## config.mk

```make
export PLATFORM = sky130hd
export DESIGN_NAME = collect
export DESIGN_NICKNAME = d
export VERILOG_FILES = /design/src/rtl/collect.sv
export SDC_FILE = /design/constraint.sdc
export NUM_CORES = 1
export LEC_CHECK = 0
export CAP_MARGIN = 10
export CORE_MARGIN = 3
export CORE_UTILIZATION = 25
export DETAILED_ROUTE_END_ITERATION = 8
export GPL_TIMING_DRIVEN = 0
export PLACE_DENSITY = 0.65
export SYNTH_ARGS = -nofsm -noshare
export SYNTH_HDL_FRONTEND = slang
export SYNTH_SLANG_ARGS = --single-unit
```

## constraint.sdc

```tcl
create_clock -name clk -period 3.02 [get_ports clk]
set_input_delay 0.604 -clock clk [delete_from_list [all_inputs] [get_ports clk]]
set_output_delay 0.604 -clock clk [all_outputs]
set_load 0.1 [all_outputs]
```

## src/rtl/collect.sv

```systemverilog
// collect - deserializes N tagged words into one N-wide vector; tag picks the slot.
// Optional tag-sequence checker compiled in with `define COLLECT_CHECK_EN.
module collect #(
  parameter int W = 8,
  parameter int N = 2,
  localparam int IW = $clog2(N)
) (
  input  logic              clk,
  input  logic              rst,
  input  logic              s_stb,
  input  logic [IW+W-1:0]   s_dat,
  output logic              s_rdy,
  output logic              m_stb,
  output logic [N*W-1:0]    m_dat,
  input  logic              m_rdy,
  output logic              err
);

  typedef enum logic {FILL, HOLD} state_e;

  state_e            state_q, state_d;
  logic [IW-1:0]     cnt_q, cnt_d;
  logic [N*W-1:0]    dat_q, dat_d;
  logic              accept;
  logic [IW-1:0]     tag;
  logic [W-1:0]      data;
  logic              in_range;

  assign tag      = s_dat[IW+W-1:W];
  assign data     = s_dat[W-1:0];
  assign in_range = 32'(tag) < N;

  always_comb begin
    state_d = state_q;
    cnt_d   = cnt_q;
    dat_d   = dat_q;
    s_rdy   = 1'b0;
    m_stb   = 1'b0;
    accept  = 1'b0;
    case (state_q)
      FILL: begin
        s_rdy = 1'b1;
        if (s_stb) begin
          accept = 1'b1;
          // Out-of-range tags match no slot, so nothing is written.
          for (int k = 0; k < N; k++) begin
            if (32'(tag) == k) dat_d[k*W +: W] = data;
          end
          if (cnt_q == IW'(N-1)) begin
            cnt_d   = '0;
            state_d = HOLD;
          end else begin
            cnt_d = cnt_q + 1'b1;
          end
        end
      end
      HOLD: begin
        m_stb = 1'b1;
        if (m_rdy) state_d = FILL;
      end
      default: state_d = FILL;
    endcase
  end

  always_ff @(posedge clk) begin
    if (rst) begin
      state_q <= FILL;
      cnt_q   <= '0;
      dat_q   <= '0;
    end else begin
      state_q <= state_d;
      cnt_q   <= cnt_d;
      dat_q   <= dat_d;
    end
  end

  assign m_dat = dat_q;

`ifdef COLLECT_CHECK_EN
  logic err_q, err_d;

  // Sticky: any tag that is out of range or out of sequence latches until reset.
  always_comb begin
    err_d = err_q;
    if (accept && ((tag != cnt_q) || !in_range)) err_d = 1'b1;
  end

  always_ff @(posedge clk) begin
    if (rst) err_q <= 1'b0;
    else     err_q <= err_d;
  end

  assign err = err_q;
`else
  assign err = 1'b0;
`endif

endmodule
```

== After elaboration in Yosys (flattened, before gate mapping) ==
Index checks and enable logic that the tools add are counted.

* Add/sub/neg operators: 1
* Muxes and demuxes: 7
* Bitwise logic cells: 2
* Reduce and logical (&&, ||, !) cells: 3

{| class="wikitable"
|+ Operators with widths
! kind !! count
|-
| two-way mux 1 bit || 6
|-
| AND reduction 3 bit || 2
|-
| inverter 1 bit || 2
|-
| case mux 1 bit (2 select lines) || 1
|-
| AND reduction 2 bit || 1
|-
| adder 1 bit (second input constant) || 1
|}

* Register bits after elaboration: 18

== Logic depth before layout (Yosys ltp) ==
Gate-level depths: netlist (run 1).

* Word-level depth: 3
* Gate-level depth with buffers: 4
* Gate-level depth less buffers: 3

== Worst setup path after synthesis (run 1) ==
OpenSTA, ideal clock, no wires.

* Path type: register to output
* Start: register state_q
* End: output port s_rdy
* Arrival time: 1.742 ns
* Setup slack: 0.674 ns
* Stages on the path, launching flop included: 2
* Path buffers: 0
* Path through: dfxtp_1 -> inv_1

* Longest elaborated chain between the ends: 1

{| class="wikitable"
|+ RTL lines
! element !! line !! source
|-
| start, declared || 21 || <nowiki>state_e state_q, state_d;</nowiki>
|-
| start signal, assigned || 71 || <nowiki>state_q <= state_d;</nowiki>
|-
| two-way mux 1 bit || 40 || <nowiki>case (state_q)</nowiki>
|-
| end, declared || 12 || <nowiki>output logic s_rdy,</nowiki>
|}

Every way passes these cells.

== Final worst setup path (run 1) ==
* Start: register state_q
* End: output port m_stb

* Longest elaborated chain between the ends: 1

{| class="wikitable"
|+ RTL lines
! element !! line !! source
|-
| two-way mux 1 bit || 40 ||
|-
| end, declared || 13 || <nowiki>output logic m_stb,</nowiki>
|}

Every way passes these cells.

==> run_summary.xml, run 1 <==
<?xml version="1.0" encoding="UTF-8"?>
<metrics>
  <group name="outcome">
    <metric name="run_status" unit="">finished, final reports clean</metric>
  </group>
  <group name="drt">
    <metric name="remaining_drc_errors" unit="">0</metric>
    <metric name="ant_nets" unit="">0</metric>
    <metric name="detail_route.wl_per_cell" unit="um">11.0</metric>
    <metric name="firstDrtPassIters" unit="">4</metric>
    <metric name="vias_per_cell" unit="">4.32</metric>
    <metric name="post_detailed_routing_wire_length" unit="um">1610</metric>
    <metric name="drt_iter0_drc" unit="">8</metric>
    <metric name="vias" unit="">630</metric>
  </group>
  <group name="floorplan">
    <metric name="fp.dieW" unit="um">57.7</metric>
    <metric name="fp-row-count" unit="">18</metric>
    <metric name="fp.dieArea" unit="um^2">3320</metric>
    <metric name="ios" unit="">32</metric>
    <metric name="die_h" unit="um">57.7</metric>
    <metric name="floorplan.core_area" unit="um^2">2500</metric>
    <metric name="starting_density_of_the_core" unit="%">26.7</metric>
  </group>
  <group name="synth">
    <metric name="yosysTopAreaCellShare" unit="%">54.0</metric>
    <metric name="post-synth-top-area-cell" unit="">dfxtp_1</metric>
    <metric name="synth_area" unit="um^2">667</metric>
    <metric name="synth_most_common_cell" unit="">nand2_1</metric>
    <metric name="synth-warning-count" unit="">0</metric>
    <metric name="synthDistinctLibCells" unit="">16</metric>
    <metric name="synth_area_per_cell" unit="um^2">8.03</metric>
    <metric name="postSynthRegisterBits" unit="">18</metric>
    <metric name="netlist_top_cells_area" unit="">dfxtp_1 54%, nand2_1 18%, a21oi_1 12%</metric>
    <metric name="synth_top_cells_by_count" unit="">32 x nand2_1, 18 x dfxtp_1, 16 x a21oi_1, 3 x buf_2</metric>
    <metric name="synth_nets" unit="">96</metric>
    <metric name="synth_edf_count" unit="">0</metric>
    <metric name="synthesis.instances" unit="">83</metric>
    <metric name="yosysSeqAreaShare" unit="%">54.0</metric>
    <metric name="synth_flop_cell" unit="">dfxtp_1</metric>
    <metric name="synth-async-reset-ratio" unit="%">0</metric>
  </group>
  <group name="placed_design">
    <metric name="port_buffers" unit="">29</metric>
    <metric name="dp_hpwl" unit="um">1250</metric>
    <metric name="gp_congestion" unit="">0.677</metric>
    <metric name="placedCellCount" unit="">142</metric>
  </group>
  <group name="pwr">
    <metric name="static-leakage-power" unit="nW">0.377</metric>
    <metric name="p_per_area" unit="nW/um^2">557</metric>
    <metric name="total_power" unit="mW">0.575</metric>
    <metric name="irDropWorstVdd" unit="mV">0.235</metric>
  </group>
  <group name="timing">
    <metric name="grt_setup_unrepaired" unit="">false</metric>
    <metric name="period_share" unit="%">84.4</metric>
    <metric name="holdWs" unit="ps">459</metric>
    <metric name="tns" unit="ps">0</metric>
    <metric name="worst-slew-pin-transition" unit="ps">978</metric>
    <metric name="max_clock_freq" unit="GHz">0.392</metric>
    <metric name="finalSetupViolations" unit="">0</metric>
    <metric name="final_period_minus_worst_setup_slack" unit="ps">2550</metric>
    <metric name="fin_worst_skew" unit="ps">0.565</metric>
    <metric name="finalHoldViolations" unit="">0</metric>
    <metric name="slew_headroom" unit="%">34.6</metric>
    <metric name="slew_viol_final" unit="">0</metric>
  </group>
  <group name="worst_setup_path">
    <metric name="critical_path.n_buffers_inverters" unit="">1</metric>
    <metric name="critical_path.endpoint" unit="">m_stb</metric>
    <metric name="ff2ff_setup_slack" unit="ps">1830</metric>
    <metric name="crit_path_end_kind" unit="">output pin</metric>
    <metric name="cp_slowest_cell" unit="">clkdlybuf4s50_1</metric>
    <metric name="reg2reg_from" unit="">state_q$_SDFF_PP0_</metric>
    <metric name="setup.worst_path.start_class" unit="">register</metric>
    <metric name="crit-reg2reg-capture" unit="">m_dat[7]$_SDFFE_PP0P_</metric>
    <metric name="crit_arrival" unit="ps">1940</metric>
    <metric name="worst-path-max-fanout" unit="">8</metric>
    <metric name="worstPathRequired" unit="ps">2420</metric>
    <metric name="slowest_delay" unit="ps">1180</metric>
    <metric name="worstRegToRegCells" unit="">4</metric>
    <metric name="critical_path.top_delay_family" unit="">buffers and inverters</metric>
    <metric name="worst_setup_path_start" unit="">state_q$_SDFF_PP0_</metric>
    <metric name="crit_path_cell_trace" unit="">clkdlybuf4s50_1</metric>
    <metric name="worstSetupPathType" unit="">register to output pin</metric>
    <metric name="crit_cells" unit="">1</metric>
  </group>
  <group name="job">
    <metric name="cap_viol_max_count" unit="">0</metric>
  </group>
  <group name="clock_tree">
    <metric name="numClockSinks" unit="">18</metric>
    <metric name="cts_setup_buffers" unit="">0</metric>
    <metric name="clk_pin_slew_worst_paths" unit="ps">100</metric>
    <metric name="ctsRootBufferMaster" unit="">clkbuf_4</metric>
    <metric name="ctsHtreeMaxLevel" unit="">1</metric>
    <metric name="deepest_clock_path_buffer_count" unit="">2</metric>
    <metric name="tritoncts.num_buffers" unit="">3</metric>
    <metric name="cts.repair.resized" unit="">0</metric>
    <metric name="post_cts_hold_buffer_count" unit="">0</metric>
    <metric name="tritoncts" unit="">done</metric>
    <metric name="clock_latency_reported_for_the_late_side_of_the_worst_skew_pair" unit="ps">300</metric>
  </group>
  <group name="grt">
    <metric name="initial_antenna_violation_count" unit="">0</metric>
    <metric name="gr-usage-all-layers" unit="%">10.8</metric>
    <metric name="wire_length_of_the_first_global_routing_pass" unit="um">2690</metric>
    <metric name="grt_start_max_net_pins" unit="">11</metric>
    <metric name="first_global_vias" unit="">651</metric>
    <metric name="grt-ovfl-total" unit="">0</metric>
  </group>
  <group name="layout">
    <metric name="drive_gt1_share" unit="%">7.76</metric>
    <metric name="antennaDiodeCount" unit="">0</metric>
    <metric name="area_growth_syn_to_layout" unit="%">54.6</metric>
    <metric name="stdcell_count" unit="">146</metric>
    <metric name="design.final.nets" unit="">130</metric>
  </group>
  <group name="hold_path">
    <metric name="min-delay-path-class" unit="">register to register</metric>
  </group>
</metrics>
==> sequential cells by signal (all words and copies together) (netlist names) <==
register  cells
m_dat        16
state_q       1
cnt_q         1
==> where the power goes <==
group          switching, mW  leakage (nW)  total (mW)  internal, mW
sequential           0.00789         0.147       0.258         0.250
combinational          0.121         0.209       0.167        0.0461
clock                 0.0756        0.0210       0.149        0.0737
==> per-stage QoR <==
stage	setup slack, ps	util, %	instance area [um^2]
floorplan	674	-	667
global placement	821	39.8	995
detailed placement	817	39.8	995
CTS	464	41.2	1030
global route	426	41.2	1030
finish	472	41.2	1030
==> final cells by class <==
| cell class | count | area [um^2] |
|---|---|---|
| repair buffers | 29 | 290 |
| fillers | 258 | 1470 |
| multi-input cells | 59 | 277 |
| clock buffers | 4 | 36.3 |
| flip-flops and latches | 18 | 360 |
| inverters | 1 | 3.75 |
| plain buffers | 5 | 26.3 |
| well taps | 30 | 37.5 |
==> layer usage <==
layer	part of all wire (%)	GRT usage, %
met3	8.9	3.34
met1	46	13.6
met5	0	0
met2	42	15.5
met4	2.7	7.95
==> worst min path at each step <==
stage	from	endpoint	slack (ps)	cells past startpoint
2_1_floorplan	cnt_q$_SDFFE_PP0P_	cnt_q$_SDFFE_PP0P_	480	2
3_3_place_gp	m_dat[0]$_SDFFE_PP0P_	m_dat[0]$_SDFFE_PP0P_	450	2
3_5_place_dp	m_dat[12]$_SDFFE_PP0P_	m_dat[12]$_SDFFE_PP0P_	450	2
4_1_cts	m_dat[12]$_SDFFE_PP0P_	m_dat[12]$_SDFFE_PP0P_	470	2
5_1_grt	m_dat[12]$_SDFFE_PP0P_	m_dat[12]$_SDFFE_PP0P_	490	2
6_report	m_dat[12]$_SDFFE_PP0P_	m_dat[12]$_SDFFE_PP0P_	460	2
==> cells in the final DEF (no fill, tap or decap), types with 2 or more instances in the layout <==
master           Yosys  layout
nand2_1             32      32
clkdlybuf4s50_1      0      29
dfxtp_1             18      18
a21oi_1             16      16
buf_2                3       3
clkbuf_4             0       3
nor2b_1              2       2
nor2_1               2       2
==> kinds of logic (layout without fill, tap and decap cells) <==
family          count (synthesis)  in the layout  synth area share (%)
flops                          18             18                  54.0
compound gates                 17             17                  12.9
xor+xnor                        1              1                  1.31
buf+inv                         6             39                  4.50
simple gates                   40             40                  26.6
other cells                     1              1                 0.562
Note: power is estimated with default switching activity, not from simulation.
==> inputs of run 2 (changes only) <==
==> constraint.sdc (replaced) <==
create_clock -name clk -period 2.5 [get_ports clk]
set_input_delay 0.5 -clock clk [delete_from_list [all_inputs] [get_ports clk]]
set_output_delay 0.5 -clock clk [all_outputs]
set_load 0.1 [all_outputs]
==> results of run 2 <==
The final DEF is identical to that of run 1. Status: finished, final reports clean.
Among the figures that moved: setup slack after placement 817 ps -> 401 ps; setup slack after layout 472 ps -> 56.0 ps; register-to-register setup slack 1830 ps -> 1310 ps; total power 0.575 mW -> 0.694 mW; worst IR drop on VDD 0.235 mV -> 0.284 mV
